<file path="src/rtl/spi_xfer_sequencer_if.sv">
// Bundles the command, response and SPI-master signals of spi_xfer_sequencer.
//   cmd_*   : command stream in (valid/ready), target slave and byte to send
//   rsp_*   : response stream out (valid/ready), slave and byte received
//   start, slaveSelect, masterDataToSend, masterDataReceived : SPI master side
//   busy, err : status
// Modport slave is the sequencer's view; modport master is the user/bench view.
interface spi_xfer_sequencer_if;
  logic       cmd_valid;
  logic       cmd_ready;
  logic [1:0] cmd_sel;
  logic [7:0] cmd_data;
  logic       rsp_valid;
  logic       rsp_ready;
  logic [1:0] rsp_sel;
  logic [7:0] rsp_data;
  logic       start;
  logic [1:0] slaveSelect;
  logic [7:0] masterDataToSend;
  logic [7:0] masterDataReceived;
  logic       busy;
  logic       err;

  modport slave (
    input  cmd_valid, cmd_sel, cmd_data, rsp_ready, masterDataReceived,
    output cmd_ready, rsp_valid, rsp_sel, rsp_data, start, slaveSelect, masterDataToSend,
           busy, err
  );

  modport master (
    output cmd_valid, cmd_sel, cmd_data, rsp_ready, masterDataReceived,
    input  cmd_ready, rsp_valid, rsp_sel, rsp_data, start, slaveSelect, masterDataToSend,
           busy, err
  );
endinterface

</file>
<file path="src/rtl/spi_xfer_sequencer.sv">
// Sequences byte transfers to an external SPI master. Commands (slave, byte) are queued in
// a DEPTH-entry FIFO; one at a time they are launched with a start pulse, the received byte
// is captured XFER_CYCLES cycles later and queued with its slave number in a DEPTH-entry
// response FIFO. Commands addressed to slave 3 are dropped and flag a sticky error.
// Ports:
//   clk   : clock, all state on posedge
//   reset : asynchronous, active-high
//   bus   : spi_xfer_sequencer_if.slave (command/response streams, SPI master side, status)
// Parameters: DEPTH power of two 2..16; XFER_CYCLES >= 1; GAP_CYCLES >= 1.
module spi_xfer_sequencer #(
  parameter int unsigned DEPTH       = 4,
  parameter int unsigned XFER_CYCLES = 9,
  parameter int unsigned GAP_CYCLES  = 2
) (
  input logic                 clk,
  input logic                 reset,
  spi_xfer_sequencer_if.slave bus
);

  localparam int unsigned     PtrW    = $clog2(DEPTH);
  localparam int unsigned     OccW    = $clog2(DEPTH) + 1;
  localparam logic [OccW-1:0] OccFull = OccW'(DEPTH);
  localparam int unsigned     CntMax  = (XFER_CYCLES > GAP_CYCLES) ? XFER_CYCLES : GAP_CYCLES;
  localparam int unsigned     CntW    = $clog2(CntMax + 1);
  localparam logic [CntW-1:0] XferLoad = CntW'(XFER_CYCLES - 1);
  localparam logic [CntW-1:0] GapLoad  = CntW'(GAP_CYCLES - 1);
  localparam logic [1:0]      SelNone  = 2'd3;

  typedef enum logic [2:0] {
    StIdle,
    StSetup,
    StStart,
    StXfer,
    StCapture,
    StGap
  } state_e;

  state_e r_state;
  state_e w_state_d;

  // Command FIFO
  logic [1:0]      r_cmd_sel  [DEPTH];
  logic [7:0]      r_cmd_data [DEPTH];
  logic [PtrW-1:0] r_cmd_wptr;
  logic [PtrW-1:0] r_cmd_rptr;
  logic [OccW-1:0] r_cmd_cnt;
  logic            w_cmd_ready;
  logic            w_cmd_empty;
  logic            w_cmd_push;
  logic            w_cmd_pop;
  logic [1:0]      w_head_sel;
  logic [7:0]      w_head_data;

  // Response FIFO
  logic [1:0]      r_rsp_sel  [DEPTH];
  logic [7:0]      r_rsp_data [DEPTH];
  logic [PtrW-1:0] r_rsp_wptr;
  logic [PtrW-1:0] r_rsp_rptr;
  logic [OccW-1:0] r_rsp_cnt;
  logic            w_rsp_valid;
  logic            w_rsp_full;
  logic            w_rsp_push;
  logic            w_rsp_pop;

  // Transfer registers and outputs
  logic [1:0]      r_sel;
  logic [7:0]      r_data;
  logic [CntW-1:0] r_cnt;
  logic            r_err;
  logic            w_start;
  logic [1:0]      w_slave_select;
  logic            w_busy;

  // ---------------------------------------------------------------------------
  // Command FIFO
  // ---------------------------------------------------------------------------
  assign w_cmd_ready = (r_cmd_cnt != OccFull);
  assign w_cmd_empty = (r_cmd_cnt == '0);
  assign w_cmd_push  = bus.cmd_valid && w_cmd_ready;
  assign w_head_sel  = r_cmd_sel[r_cmd_rptr];
  assign w_head_data = r_cmd_data[r_cmd_rptr];

  always_ff @(posedge clk) begin
    if (w_cmd_push) begin
      r_cmd_sel[r_cmd_wptr]  <= bus.cmd_sel;
      r_cmd_data[r_cmd_wptr] <= bus.cmd_data;
    end
  end

  // Pointers wrap naturally because DEPTH is a power of two.
  always_ff @(posedge clk or posedge reset) begin
    if (reset) begin
      r_cmd_wptr <= '0;
      r_cmd_rptr <= '0;
      r_cmd_cnt  <= '0;
    end else begin
      if (w_cmd_push) r_cmd_wptr <= r_cmd_wptr + PtrW'(1);
      if (w_cmd_pop)  r_cmd_rptr <= r_cmd_rptr + PtrW'(1);
      r_cmd_cnt <= r_cmd_cnt + OccW'(w_cmd_push) - OccW'(w_cmd_pop);
    end
  end

  // ---------------------------------------------------------------------------
  // Response FIFO
  // ---------------------------------------------------------------------------
  assign w_rsp_valid = (r_rsp_cnt != '0);
  assign w_rsp_full  = (r_rsp_cnt == OccFull);
  assign w_rsp_pop   = w_rsp_valid && bus.rsp_ready;

  always_ff @(posedge clk) begin
    if (w_rsp_push) begin
      r_rsp_sel[r_rsp_wptr]  <= r_sel;
      r_rsp_data[r_rsp_wptr] <= bus.masterDataReceived;
    end
  end

  always_ff @(posedge clk or posedge reset) begin
    if (reset) begin
      r_rsp_wptr <= '0;
      r_rsp_rptr <= '0;
      r_rsp_cnt  <= '0;
    end else begin
      if (w_rsp_push) r_rsp_wptr <= r_rsp_wptr + PtrW'(1);
      if (w_rsp_pop)  r_rsp_rptr <= r_rsp_rptr + PtrW'(1);
      r_rsp_cnt <= r_rsp_cnt + OccW'(w_rsp_push) - OccW'(w_rsp_pop);
    end
  end

  // ---------------------------------------------------------------------------
  // FSM: state register
  // ---------------------------------------------------------------------------
  always_ff @(posedge clk or posedge reset) begin
    if (reset) r_state <= StIdle;
    else       r_state <= w_state_d;
  end

  // ---------------------------------------------------------------------------
  // FSM: next state and command pop
  // ---------------------------------------------------------------------------
  // A launch is only taken when the response FIFO has room, so CAPTURE never has to
  // stall. A slave-3 command is popped and dropped without leaving IDLE.
  always_comb begin
    w_state_d = r_state;
    w_cmd_pop = 1'b0;
    unique case (r_state)
      StIdle: begin
        if (!w_cmd_empty && !w_rsp_full) begin
          w_cmd_pop = 1'b1;
          if (w_head_sel != SelNone) w_state_d = StSetup;
        end
      end
      StSetup:   w_state_d = StStart;
      StStart:   w_state_d = StXfer;
      StXfer:    if (r_cnt == '0) w_state_d = StCapture;
      StCapture: w_state_d = StGap;
      StGap:     if (r_cnt == '0) w_state_d = StIdle;
      default:   w_state_d = StIdle;
    endcase
  end

  // ---------------------------------------------------------------------------
  // FSM: outputs
  // ---------------------------------------------------------------------------
  always_comb begin
    w_start        = 1'b0;
    w_slave_select = SelNone;
    w_busy         = 1'b1;
    w_rsp_push     = 1'b0;
    unique case (r_state)
      StIdle:    w_busy = 1'b0;
      StSetup:   w_slave_select = r_sel;
      StStart: begin
        w_slave_select = r_sel;
        w_start        = 1'b1;
      end
      StXfer:    w_slave_select = r_sel;
      StCapture: w_rsp_push = 1'b1;
      default:   ;
    endcase
  end

  // ---------------------------------------------------------------------------
  // Transfer registers and cycle counter
  // ---------------------------------------------------------------------------
  // r_data is only loaded by a real launch, so masterDataToSend holds its last value
  // across idle periods and dropped slave-3 commands.
  always_ff @(posedge clk or posedge reset) begin
    if (reset) begin
      r_sel  <= '0;
      r_data <= '0;
      r_err  <= 1'b0;
    end else if (w_cmd_pop) begin
      if (w_head_sel == SelNone) begin
        r_err <= 1'b1;
      end else begin
        r_sel  <= w_head_sel;
        r_data <= w_head_data;
      end
    end
  end

  // One down-counter serves both XFER and GAP; it is loaded in the state before each.
  always_ff @(posedge clk or posedge reset) begin
    if (reset) begin
      r_cnt <= '0;
    end else begin
      case (r_state)
        StStart:      r_cnt <= XferLoad;
        StCapture:    r_cnt <= GapLoad;
        StXfer, StGap: if (r_cnt != '0) r_cnt <= r_cnt - CntW'(1);
        default:      ;
      endcase
    end
  end

  assign bus.cmd_ready        = w_cmd_ready;
  assign bus.rsp_valid        = w_rsp_valid;
  assign bus.rsp_sel          = r_rsp_sel[r_rsp_rptr];
  assign bus.rsp_data         = r_rsp_data[r_rsp_rptr];
  assign bus.start            = w_start;
  assign bus.slaveSelect      = w_slave_select;
  assign bus.masterDataToSend = r_data;
  assign bus.busy             = w_busy;
  assign bus.err              = r_err;

endmodule

</file>
<file path="src/flat_wrapper.sv">
// flat-port wrapper written by rule: the top's interface ports become plain ports
module spi_xfer_sequencer_flat 
#(
  parameter int unsigned DEPTH       = 4,
  parameter int unsigned XFER_CYCLES = 9,
  parameter int unsigned GAP_CYCLES  = 2
)
  (clk, reset, bus_cmd_valid, bus_cmd_sel, bus_cmd_data, bus_rsp_ready, bus_masterDataReceived, bus_cmd_ready, bus_rsp_valid, bus_rsp_sel, bus_rsp_data, bus_start, bus_slaveSelect, bus_masterDataToSend, bus_busy, bus_err);
  spi_xfer_sequencer_if bus_i ();
  input logic clk;
  input logic reset;
  input wire logic [$bits(bus_i.cmd_valid)-1:0] bus_cmd_valid;
  input wire logic [$bits(bus_i.cmd_sel)-1:0] bus_cmd_sel;
  input wire logic [$bits(bus_i.cmd_data)-1:0] bus_cmd_data;
  input wire logic [$bits(bus_i.rsp_ready)-1:0] bus_rsp_ready;
  input wire logic [$bits(bus_i.masterDataReceived)-1:0] bus_masterDataReceived;
  output wire logic [$bits(bus_i.cmd_ready)-1:0] bus_cmd_ready;
  output wire logic [$bits(bus_i.rsp_valid)-1:0] bus_rsp_valid;
  output wire logic [$bits(bus_i.rsp_sel)-1:0] bus_rsp_sel;
  output wire logic [$bits(bus_i.rsp_data)-1:0] bus_rsp_data;
  output wire logic [$bits(bus_i.start)-1:0] bus_start;
  output wire logic [$bits(bus_i.slaveSelect)-1:0] bus_slaveSelect;
  output wire logic [$bits(bus_i.masterDataToSend)-1:0] bus_masterDataToSend;
  output wire logic [$bits(bus_i.busy)-1:0] bus_busy;
  output wire logic [$bits(bus_i.err)-1:0] bus_err;
  assign bus_i.cmd_valid = bus_cmd_valid;
  assign bus_i.cmd_sel = bus_cmd_sel;
  assign bus_i.cmd_data = bus_cmd_data;
  assign bus_i.rsp_ready = bus_rsp_ready;
  assign bus_i.masterDataReceived = bus_masterDataReceived;
  assign bus_cmd_ready = bus_i.cmd_ready;
  assign bus_rsp_valid = bus_i.rsp_valid;
  assign bus_rsp_sel = bus_i.rsp_sel;
  assign bus_rsp_data = bus_i.rsp_data;
  assign bus_start = bus_i.start;
  assign bus_slaveSelect = bus_i.slaveSelect;
  assign bus_masterDataToSend = bus_i.masterDataToSend;
  assign bus_busy = bus_i.busy;
  assign bus_err = bus_i.err;
  spi_xfer_sequencer #(.DEPTH(DEPTH), .XFER_CYCLES(XFER_CYCLES), .GAP_CYCLES(GAP_CYCLES)) u_core (.clk(clk), .reset(reset), .bus(bus_i));
endmodule
</file>
<file path="config.mk">
export PLATFORM = sky130hd
export DESIGN_NAME = spi_xfer_sequencer_flat
export DESIGN_NICKNAME = d
export VERILOG_FILES = /design/src/rtl/spi_xfer_sequencer_if.sv /design/src/rtl/spi_xfer_sequencer.sv /design/src/flat_wrapper.sv
export SDC_FILE = /design/constraint.sdc
export NUM_CORES = 1
export LEC_CHECK = 0
export CORE_MARGIN = 8
export CORE_UTILIZATION = 51
export DETAILED_ROUTE_END_ITERATION = 10
export PLACE_DENSITY = 0.75
export REMOVE_ABC_BUFFERS = 1
export SLEW_MARGIN = 20
export SYNTH_ARGS = -nofsm -noshare
export SYNTH_HDL_FRONTEND = slang
export SYNTH_SLANG_ARGS = --single-unit
</file>
<file path="constraint.sdc">
create_clock -name clk -period 2.4 [get_ports clk]
set_clock_uncertainty 0.15 [all_clocks]
set_input_delay 0.48 -clock clk [delete_from_list [all_inputs] [get_ports clk]]
set_output_delay 0.48 -clock clk [all_outputs]
set_load 0.02 [all_outputs]
</file>
==> impl_metrics.json <==
{
  "period_needed_ns": 2.383,
  "cts_inserted_buffers": 9,
  "fin_crit_sh_pct": 99.31,
  "cts.reportedPaths.clkPinSlew_ns": 0.10,
  "num_rows": 34,
  "synth-simple-area-share_pct": 4.772,
  "ioPinCount": 47,
  "initial_utilization_pct": 52.57,
  "vias": 2427,
  "p_clk_share_pct": 15.8,
  "muxShareOfSynthArea_pct": 12.31,
  "p_int_mw": 4.271,
  "dp_hpwl_um": 5506,
  "areaGrowthSynthToFinish_pct": 20.02,
  "reg2reg_depth": 9,
  "drtPass1Iterations": 4,
  "post-route-drc-count": 0,
  "final_cell_mix": "edfxtp_1 (80), clkdlybuf4s50_1 (33), dfrtp_1 (32), buf_4 (22), mux4_2 (20)",
  "stdcell_count": 441,
  "wl_per_cell_um": 18.23,
  "synth_top_family_by_area": "multiplexers",
  "nets": 366,
  "cts_tree": "done",
  "syn-cell-area_um2": 4562,
  "p_sw_mw": 2.240,
  "async_reset_ff_share_pct": 28.57,
  "ys_ff_latch": 112,
  "power_leakage_nw": 2.061,
  "syn_inst": 256,
  "peakVddDrop_v": 0.0006067,
  "pwr-share-seq_pct": 42.8,
  "start_kind": "flip-flop",
  "grt_usage_pct": 13.24,
  "dp_cells": 423,
  "htreeDepth": 3,
  "antenna_found_initial": 0,
  "io_buffer_count": 46,
  "slew_viol_final": 0,
  "hold_depth": 1,
  "synth_xor_area_share_pct": 2.112,
  "worstPathRequired_ns": 2.50,
  "root_buffer": "clkbuf_8",
  "holdWs_ns": 0.3371,
  "regArea_um2": 3203,
  "nFillCells": 642,
  "drt-total-wl_um": 8039,
  "multiInputGateArea_um2": 1289,
  "synth_compound_area_share_pct": 3.291,
  "synth_warnings": 0,
  "hold_viol": 0,
  "worstPathCellList": "or3_4 -> a211o_1 -> inv_2 -> ha_4 -> inv_2 -> ha_4 -> fa_2 -> xnor2_2 -> xnor2_1",
  "postCtsHoldBufs": 0,
  "ant_nets": 0,
  "setup_violations": 0,
  "cts_buffer_depth": 2,
  "antenna_cells": 0,
  "die_x_um": 110.6,
  "synth_fa_ha_area_share_pct": 4.717,
  "dieArea_um2": 12230,
  "overflow": 0,
  "syn_area_per_cell_um2": 17.82,
  "fp.dieH_um": 110.6,
  "cts.sinks": 112,
  "grt_start_max_net_pins": 33,
  "sw_frac_of_total_pct": 34.40,
  "end_kind": "flip-flop",
  "synth-edff-count": 80,
  "drive_above_1_share_pct": 26.43,
  "yosys.cell_types.count": 38,
  "grt_pass1_wl_um": 12990,
  "hold_class": "reg -> reg",
  "p_comb_share_pct": 41.4,
  "ys.flop_type": "edfxtp_1",
  "max_freq_mhz": 419.6,
  "path_max_fanout": 2,
  "status": "finished, final reports clean",
  "viasPerCell": 5.503,
  "grt_setup_unrepaired": "true",
  "core_um2": 8678,
  "power_density_nw_per_um2": 1189,
  "drt_iter0_drc": 73,
  "gp_congestion": 0.7498,
  "worst_pin_slew_ns": 0.5459,
  "relSlewSlack_pct": 63.34,
  "grt_pass1_vias": 2569,
  "clk-insertion-delay-late_ns": 0.36,
  "criticalPathCategory": "reg -> reg",
  "slowest_stage": "dfrtp_1",
  "final_common_cell": "edfxtp_1",
  "synth_seq_area_share_pct": 70.21,
  "cap_violations": 0,
  "crit_path_max_incr_delay_ns": 0.40,
  "cp.arrival_ns": 2.48
}
==> cell families (layout without fill, tap and decap cells) <==
| kind of cell | count (synthesis) | in the layout |
|---|---|---|
| compound gates | 21 | 21 |
| xor+xnor | 11 | 11 |
| fa+ha+maj | 16 | 16 |
| buf+inv | 26 | 103 |
| flops | 112 | 112 |
| mux | 30 | 30 |
| simple gates | 40 | 40 |
==> critical path: cells and delay by family (launching register included) <==
family,cells,cell delay (ns)
buf+inv,2,0.14
compound gates,1,0.31
fa+ha+maj,3,0.64
simple gates,1,0.38
flops,1,0.40
xor+xnor,2,0.26
==> layout make-up <==
class | instances | area share, %
well taps | 108 | 2.468
inverters | 18 | 1.234
flip-flops and latches | 112 | 58.50
clock buffers | 10 | 2.331
repair buffers | 69 | 10.99
clock inverters | 6 | 0.9369
multi-input cells | 118 | 23.54
==> synthesized netlist by cell type (4+ instances only) <==
cell type	instances	area share [%]
mux4_2	20	9.9
mux2_2	9	2.2
xnor2_1	10	1.9
o21ai_0	5	0.55
edfxtp_1	80	53
inv_1	18	1.5
and3_1	9	1.2
nand2_1	8	0.66
nor2_1	5	0.41
ha_1	14	3.8
or3_1	5	0.69
nor3_1	4	0.44
a21oi_1	5	0.55
dfrtp_1	32	18
==> per-layer routing <==
layer | vias to the layer above | wire (um) | GRT usage, %
li1 | 1112 | - | -
met1 | 1242 | 3430 | 16.30
met2 | 64 | 4111 | 21.78
met3 | 9 | 410 | 3.680
met4 | 0 | 87 | 4.775
met5 | - | 0 | 0
==> stage by stage <==
stage	power, mW	utilization (%)	instance area (um2)	worst slack [ns]	TNS [ns]
final	6.511	63.09	5475	0.01662	0
after global placement	5.421	60.67	5265	-0.02733	-0.02733
after detailed placement	5.537	60.67	5265	-0.07656	-0.1014
after global routing	6.916	63.09	5475	-0.05589	-0.09473
after CTS	6.535	62.98	5465	0.001377	0
after floorplan	4.433	-	4512	-0.2184	-0.3748
==> flip-flops by register name (all words and copies together) (netlist names) <==
register / flops
u_core.r_cmd_data: 32
u_core.r_cmd_wptr: 2
u_core.r_cnt: 4
u_core.r_rsp_wptr: 2
u_core.r_state: 3
u_core.r_cmd_cnt: 3
u_core.r_rsp_sel: 8
u_core.bus.masterDataToSend: 8
u_core.r_sel: 2
u_core.r_rsp_data: 32
u_core.r_cmd_sel: 8
u_core.r_cmd_rptr: 2
u_core.r_rsp_rptr: 2
u_core.r_rsp_cnt: 3
u_core.bus.err: 1
==> power groups by stage <==
| stage | clock (mW) | sequential [mW] | combinational [mW] |
|---|---|---|---|
| floorplan | 0 | 3.00 | 1.43 |
| global placement | 0 | 2.80 | 2.62 |
| detailed placement | 0 | 2.83 | 2.71 |
| CTS | 1.06 | 2.79 | 2.69 |
| global route | 1.12 | 2.84 | 2.95 |
| finish | 1.03 | 2.78 | 2.70 |
==> path summary, 6_finish.rpt <==
check | end | slack, ns | start
worst max-delay path | u_core.r_cmd_cnt[2] | 0.02 | u_core.r_state[1]
worst min-delay path | u_core.bus.err | 0.34 | u_core.bus.err
worst max register to register | u_core.r_cmd_cnt[2] | 0.02 | u_core.r_state[1]
worst min register to register | u_core.bus.err | 0.34 | u_core.bus.err
max in group asynchronous | u_core.r_sel[1] | 1.42 | reset
min in group asynchronous | u_core.r_cmd_wptr[0] | 0.35 | reset
==> timing repair <==
action	in CTS	in global routing
pin swaps	3	7
gates resized for setup	33	11
endpoints found under the setup margin	15	12
buffers inserted	0	2
Note: power is estimated with default switching activity, not from simulation.
